===== src/rtl/bar_stream_pkg.sv =====
// Shared types and helpers for the bar data/valid/ready stream.
package bar_stream_pkg;

  localparam int unsigned BAR_WIDTH = 32;

  typedef logic [31:0] bar_word_t;

  // Occupancy next-state for a FIFO with independent push and pop strobes.
  function automatic int unsigned occ_next(input int unsigned occ, input logic push,
                                           input logic pop);
    if (push && !pop) return occ + 1;
    if (pop && !push) return occ - 1;
    return occ;
  endfunction

endpackage


===== src/rtl/bar_stream_rx_mem.sv =====
// DEPTH x WIDTH register array: one synchronous write port, one asynchronous read port.
module bar_stream_rx_mem #(
  parameter int unsigned WIDTH = 32,
  parameter int unsigned DEPTH = 4,
  parameter int unsigned AW    = $clog2(DEPTH)
) (
  input  logic             clk,
  input  logic             we,
  input  logic [AW-1:0]    waddr,
  input  logic [WIDTH-1:0] wdata,
  input  logic [AW-1:0]    raddr,
  output logic [WIDTH-1:0] rdata
);

  logic [WIDTH-1:0] mem [DEPTH];

  always_ff @(posedge clk) begin
    if (we) mem[waddr] <= wdata;
  end

  assign rdata = mem[raddr];

endmodule


===== src/rtl/bar_stream_rx.sv =====
// Receiving end of a bar stream: FWFT FIFO plus accepted-word counter.
// Optional running XOR checksum port enabled by BAR_STREAM_RX_CKSUM_EN.
module bar_stream_rx import bar_stream_pkg::*; #(
  parameter int unsigned WIDTH = BAR_WIDTH,
  parameter int unsigned DEPTH = 4
) (
  input  logic                       clk,
  input  logic                       rst,
  input  logic                       flush,
  input  logic [WIDTH-1:0]           in_data,
  input  logic                       in_valid,
  output logic                       in_ready,
  output logic [WIDTH-1:0]           out_data,
  output logic                       out_valid,
  input  logic                       out_ready,
  output logic [$clog2(DEPTH):0]     level,
  output bar_word_t                  accepted_cnt
`ifdef BAR_STREAM_RX_CKSUM_EN
  ,
  output logic [WIDTH-1:0]           cksum
`endif
);

  localparam int unsigned AW = $clog2(DEPTH);
  localparam logic [AW:0] LvlFull = (AW + 1)'(DEPTH);

  logic [AW-1:0]    wr_ptr_q, wr_ptr_d;
  logic [AW-1:0]    rd_ptr_q, rd_ptr_d;
  logic [AW:0]      level_q, level_d;
  bar_word_t        cnt_q, cnt_d;
  logic [WIDTH-1:0] rd_data;
  logic             push, pop, we;

  // Handshake qualifiers depend only on registered occupancy: no full or empty bypass.
  assign in_ready  = (level_q != LvlFull);
  assign out_valid = (level_q != '0);
  assign push      = in_valid & in_ready;
  assign pop       = out_valid & out_ready;
  assign we        = push & ~flush;

  always_comb begin
    wr_ptr_d = wr_ptr_q;
    rd_ptr_d = rd_ptr_q;
    level_d  = level_q;
    cnt_d    = cnt_q;
    if (flush) begin
      wr_ptr_d = '0;
      rd_ptr_d = '0;
      level_d  = '0;
      cnt_d    = '0;
    end else begin
      if (push) begin
        wr_ptr_d = wr_ptr_q + AW'(1);
        cnt_d    = cnt_q + 32'd1;
      end
      if (pop) rd_ptr_d = rd_ptr_q + AW'(1);
      level_d = (AW + 1)'(occ_next(32'(level_q), push, pop));
    end
  end

  always_ff @(posedge clk or posedge rst) begin
    if (rst) begin
      wr_ptr_q <= '0;
      rd_ptr_q <= '0;
      level_q  <= '0;
      cnt_q    <= '0;
    end else begin
      wr_ptr_q <= wr_ptr_d;
      rd_ptr_q <= rd_ptr_d;
      level_q  <= level_d;
      cnt_q    <= cnt_d;
    end
  end

  bar_stream_rx_mem #(
    .WIDTH (WIDTH),
    .DEPTH (DEPTH),
    .AW    (AW)
  ) u_mem (
    .clk   (clk),
    .we    (we),
    .waddr (wr_ptr_q),
    .wdata (in_data),
    .raddr (rd_ptr_q),
    .rdata (rd_data)
  );

  // Storage is not reset, so mask the head word while empty.
  assign out_data     = out_valid ? rd_data : '0;
  assign level        = level_q;
  assign accepted_cnt = cnt_q;

`ifdef BAR_STREAM_RX_CKSUM_EN
  logic [WIDTH-1:0] cksum_q;

  always_ff @(posedge clk or posedge rst) begin
    if (rst) begin
      cksum_q <= '0;
    end else if (flush) begin
      cksum_q <= '0;
    end else if (push) begin
      cksum_q <= cksum_q ^ in_data;
    end
  end

  assign cksum = cksum_q;
`endif

endmodule

===== config.mk =====
export PLATFORM = sky130hd
export DESIGN_NAME = bar_stream_rx
export DESIGN_NICKNAME = d
export VERILOG_FILES = /design/src/rtl/bar_stream_pkg.sv /design/src/rtl/bar_stream_rx_mem.sv /design/src/rtl/bar_stream_rx.sv
export SDC_FILE = /design/constraint.sdc
export NUM_CORES = 1
export LEC_CHECK = 0
export ABC_AREA = 1
export ABC_CLOCK_PERIOD_IN_PS = 3300
export CORE_UTILIZATION = 54
export CTS_CLUSTER_DIAMETER = 40
export DETAILED_ROUTE_END_ITERATION = 12
export GPL_TIMING_DRIVEN = 0
export PLACE_DENSITY_LB_ADDON = 0.2
export SLEW_MARGIN = 25
export SYNTH_ARGS = -nofsm -noshare
export SYNTH_HDL_FRONTEND = slang
export SYNTH_SLANG_ARGS = --single-unit

===== constraint.sdc =====
create_clock -name clk -period 3.3 [get_ports clk]
set_input_delay 0.33 -clock clk [delete_from_list [all_inputs] [get_ports clk]]
set_output_delay 0.33 -clock clk [all_outputs]
set_load 0.1 [all_outputs]

* Word-level counts from Yosys, hierarchy flattened
Memory sizes are Yosys's and may differ from the RTL's.
Index checks and enable logic that the tools add are counted.
** Word-level totals
- Register bits after elaboration :: 39
- Bits in writable memories :: 128
- Input bits :: 37
- Output and inout port bits :: 69
- Word-level logic and storage cells :: 42
- Memories :: 1
** Memory list
- u_mem.mem :: words 4, bits a word 32, rd ports 1, clocked after memory_dff 0, wr ports 1, line bar_stream_rx_mem.sv:15 : logic [WIDTH-1:0] mem [DEPTH];
** Cells by class
- Add/subtract/negate cells :: 5
- Equality and inequality tests :: 1
- Multiplexer cells :: 19
- Bitwise logic cells :: 4
- Reduce and logical (&&, ||, !) cells :: 8
** Operators by type and width (number)
- 32-bit 2-to-1 mux :: 3
- 32-bit by 1-bit adder with 32-bit output (second input constant) :: 1
- 3-bit 2-to-1 mux :: 5
- 2-bit 2-to-1 mux :: 4
- 1-bit 2-to-1 mux :: 7
- 3-bit nonzero test :: 2
- 2-bit by 1-bit adder with 2-bit output (second input constant) :: 2
- 2-bit nonzero test :: 2
- 3-bit by 1-bit adder with 3-bit output (second input constant) :: 1
- 1-bit bitwise AND :: 3
- 3-bit != test (second input constant) :: 1
- 3-bit by 1-bit subtractor with 3-bit output (second input constant) :: 1
- 1-bit logical AND :: 2
- 1-bit zero test :: 2
- 1-bit NOT :: 1

* Logic depth before layout (Yosys ltp)
- Depth in word-level cells :: 11
- Depth in mapped cells :: 11
- Mapped depth without buffers :: 11

* Cells and area by module
A second synthesis with hierarchy kept.
** Unflattened totals
- Cells, all modules :: 915
- Area total of the unflattened synthesis :: 8050.2 um2
** Modules (own cells, without submodules)
- bar_stream_rx_mem :: times used 1, cells each 509, area each 5437.7 um2, sequential area each 3843.7 um2
- bar_stream_rx :: times used 1, cells each 406, area each 2612.5 um2, sequential area each 975.9 um2

* Worst setup path before layout
Ideal clock, no wire load.
- Kind :: reg2out
- From :: reg level_q[0] (netlist: level[0])
- To :: out out_data[10]
- Arrival :: 3992 ps
- Required time :: 2970 ps
- Path slack :: -1022 ps
- Stages on the path, launching flop included :: 7
- Path buffers :: 1
- Path through :: dfrtp_1 -> inv_1 -> ha_1 -> nand2_1 -> inv_1 -> clkbuf_1 -> a21oi_1
** On the way
- Cells in the longest elaborated chain, start to end :: 2
** RTL lines
- from (decl) :: line bar_stream_rx.sv:29 : logic [AW:0] level_q, level_d;
- from (signal assigned) :: line bar_stream_rx.sv:70 : level_q <= level_d;
- 3-bit nonzero test :: line bar_stream_rx.sv:36 : assign out_valid = (level_q != '0);
- named net out_valid :: line bar_stream_rx.sv:14 : output logic out_valid,
- 32-bit 2-to-1 mux :: line bar_stream_rx.sv:89 : assign out_data = out_valid ? rd_data : '0;
- to (decl) :: line bar_stream_rx.sv:13 : output logic [WIDTH-1:0] out_data,
The timed path passes the listed nets, and every way through them passes these cells.

* Worst setup path after layout
- From :: reg level_q[0] (netlist: level[0])
- To :: out out_data[9]
** On the way
- Cells in the longest elaborated chain, start to end :: 2
** RTL lines (line)
- 3-bit nonzero test :: bar_stream_rx.sv:36
- 32-bit 2-to-1 mux :: bar_stream_rx.sv:89
Every way passes these cells.

==> metrics.md <==
| Metric | Value |
|---|---|
| Leak | `3.55 nW` |
| Number of port buffers | `104` |
| Area growth syn-to-layout | `31.0%` |
| CP endpoint kind | `output pin` |
| # Post-CTS Setup Buffers | `0` |
| RSZ-0062 raised after global routing | `false` |
| Design Area, Final | `9620 µm²` |
| Crit Path Max Fanout | `10` |
| Critical path class | `reg2out` |
| Slowest CP cell | `dlygate4sd2_1` |
| CTS tree | `done` |
| CTS max path bufs | `2` |
| Initial DRC count | `434` |
| H-tree levels | `4` |
| Clock Sinks | `167` |
| Root Driver | `clkbuf_16` |
| Post-Syn Nets | `773` |
| FMAX | `315 MHz` |
| Initial antenna violation count | `0` |
| Reg2Reg Depth | `8` |
| Hold buffer count at cts | `0` |
| Worst Path Required | `2.97 ns` |
| Clk_skew | `0.00753 ns` |
| Cell mode on critical path | `inv_1` |
| Num CTS Buffers | `17` |
| Reg2reg start | `level[0]` |
| Total GRT Usage | `0.268` |
| Final WS setup | `0.122 ns` |
| Setup TNS | `0 ns` |
| Max Cap Violations | `0` |
| Synthesized area | `7340 µm²` |
| Setup WS pre-CTS | `0.199 ns` |
| Final #Nets | `900` |
| Layout cells sized above 1 | `0.143` |
| Remaining global-route overflow | `0` |
| Die Wd | `119 µm` |
| Critical Path AT | `2.85 ns` |
| Syn Area/Cell | `10.1 µm²` |
| Most common cell after layout, fill and taps aside | `nor2_1` |
| Most frequent cells in the layout | `nor2_1, edfxtp_1, nand2_1` |
| Status | `finished clean` |
| Final Util | `0.726` |
| Mean routed wirelength per cell | `17.0 µm` |
| Critical R2R Capture | `u_mem.mem[0][15]` |
| R2r setup slk | `0.45 ns` |
| Fin crit period | `3.18 ns` |
| Post-DP HPWL | `11300 µm` |
| Clk Latency, worst-skew pair | `0.43 ns` |
| Total number of vias | `5675` |
| Slew @ Worst Pin | `1.04 ns` |
| Final cell count without fillers | `1044` |
| Register bit total from synthesis | `167` |
| Synth Instances | `728` |
| # placed instances | `1010` |
| Die area | `14100 µm²` |
| Synth cell types | `26` |
| Num rows | `42` |
| Largest net degree at the start of global routing | `33` |
| TritonRoute pass-1 iters | `5` |
| Min-delay worst type | `in2async` |
| Clock Pin Slew Worst Setup and Hold Paths | `0.06 ns` |
| DP Area | `9040 µm²` |
| Final slew viol count | `0` |
| Register area share after synthesis | `0.656` |
| Crit path from | `level[0]` |
| CP Capture Point | `out_data[9]` |
| Via/cell ratio | `5.44` |
| Core Area | `13200 µm²` |
| Slew HR | `0.303` |
| Overall routed net length | `17700 µm` |
| Critical path launch point type | `flip-flop` |
| Antenna diode instance count | `0` |
| Final setup fails | `0` |
| Antenna viol nets, final | `0` |
| Worst VDD drop | `0.562 mV` |
| Vias in the first global route | `5730` |
| Power Density | `815 nW/µm²` |
| Final Cycle Share | `0.963` |
| Gpl congestion | `0.859` |
| DR DRC count | `0` |
| Final Hold Viols | `0` |
| Die extent in y | `119 µm` |
| Initial core utilization | `0.554` |
| Critical path, cell by cell | `inv_1 > ha_1 > nand2_2 > inv_1 > clkbuf_2 > a21oi_4 > dlygate4sd2_1` |
| Worst path max stage delay | `0.87 ns` |
| YS warnings | `0` |
| I/O pin count | `106` |
| First-pass GRT wire length | `28400 µm` |
## power breakdown
group | total, mW | internal (mW) | switching, mW
registers | 2.41 | 2.37 | 0.0390
clock network | 2.02 | 1.20 | 0.823
logic | 3.41 | 0.664 | 2.75
## registers in the layout, summed over array words and instances, names as in the netlist
| signal | cells |
|---|---|
| rd_ptr_q | 2 |
| u_mem.mem | 128 |
| wr_ptr_q | 2 |
| level | 3 |
| accepted_cnt | 32 |
## Yosys cell counts
| cell type | instances | share of area |
|---|---|---|
| nand2_2 | 4 | 0.0034 |
| o21ai_1 | 1 | 0.00068 |
| nor2_2 | 2 | 0.0017 |
| buf_2 | 12 | 0.0082 |
| o21a_1 | 1 | 0.0010 |
| o22ai_1 | 1 | 0.00085 |
| buf_1 | 3 | 0.0015 |
| xor2_1 | 1 | 0.0012 |
| buf_6 | 1 | 0.0015 |
| nand4_1 | 10 | 0.0085 |
| a21oi_1 | 44 | 0.030 |
| nand3_2 | 2 | 0.0027 |
| inv_2 | 1 | 0.00051 |
| o21ai_0 | 75 | 0.051 |
| nor2_1 | 196 | 0.10 |
| inv_1 | 58 | 0.030 |
| clkbuf_1 | 14 | 0.0072 |
| nor3_1 | 9 | 0.0061 |
| ha_1 | 8 | 0.014 |
| nand2_1 | 87 | 0.044 |
| nand3b_1 | 3 | 0.0031 |
| nor2_4 | 8 | 0.012 |
| edfxtp_1 | 128 | 0.52 |
| nand3_1 | 19 | 0.013 |
| and3_2 | 1 | 0.0010 |
| dfrtp_1 | 39 | 0.13 |
## metal layers
layer	track usage	wire length (µm)	vias up
met5	0	0	-
met2	0.451	8970	202
met1	0.336	7450	2761
met3	0.0642	1050	21
li1	-	-	2691
met4	0.100	253	0
## how the worst min path moves through the flow
stage	slack, ns	end	start	depth (start not counted)
global placement	0.51	wr_ptr_q[1]	wr_ptr_q[1]	2
global route	0.30	accepted_cnt[9]	rst	2
floorplan	0.43	u_mem.mem[0][0]	in_data[0]	0
finish	0.24	accepted_cnt[5]	rst	2
CTS	0.24	accepted_cnt[9]	rst	2
detailed placement	0.51	accepted_cnt[12]	accepted_cnt[12]	1
## logic make-up (layout without fill, tap and decap cells)
group / count (synthesis) / after routing / share of synthesized area
simple gates: 341 / 341 / 0.196
flops: 167 / 167 / 0.656
compound gates: 122 / 122 / 0.0837
buf+inv: 89 / 229 / 0.0486
fa+ha+maj: 8 / 8 / 0.0136
xor+xnor: 1 / 1 / 0.00119
## critical path, delay by kind of cell, from the launching register on
kind	cells	cell delay, ns
AOI/OAI and AO/OA	1	0.22
DFF	1	0.39
buffers and inverters	4	1.48
adders and majority gates	1	0.23
and+or+nand+nor	1	0.09
## repair_timing
action,CTS,global route
pin swaps,0,0
resized for setup,30,42
endpoints found under the setup margin,30,27
## through the flow
| stage | hold WS, ns | power (mW) |
|---|---|---|
| 6_report | 0.237 | 7.84 |
| 3_3_place_gp | 0.507 | 5.94 |
| 2_1_floorplan | 0.429 | 5.18 |
| 3_5_place_dp | 0.511 | 5.99 |
| 4_1_cts | 0.241 | 7.85 |
| 5_1_grt | 0.297 | 8.08 |
## layout make-up
class                           count  area [µm²]
Clock inverter                     15         176
Inverter                           59         221
Clock buffer                       17         425
Buffer                             30         139
Fill cell                         901        3630
Timing Repair Buffer              108        1070
Multi-Input combinational cell    472        2540
Sequential cell                   167        4820
Tap cell                          176         220
No activity file was read; power rests on OpenSTA's default activity.
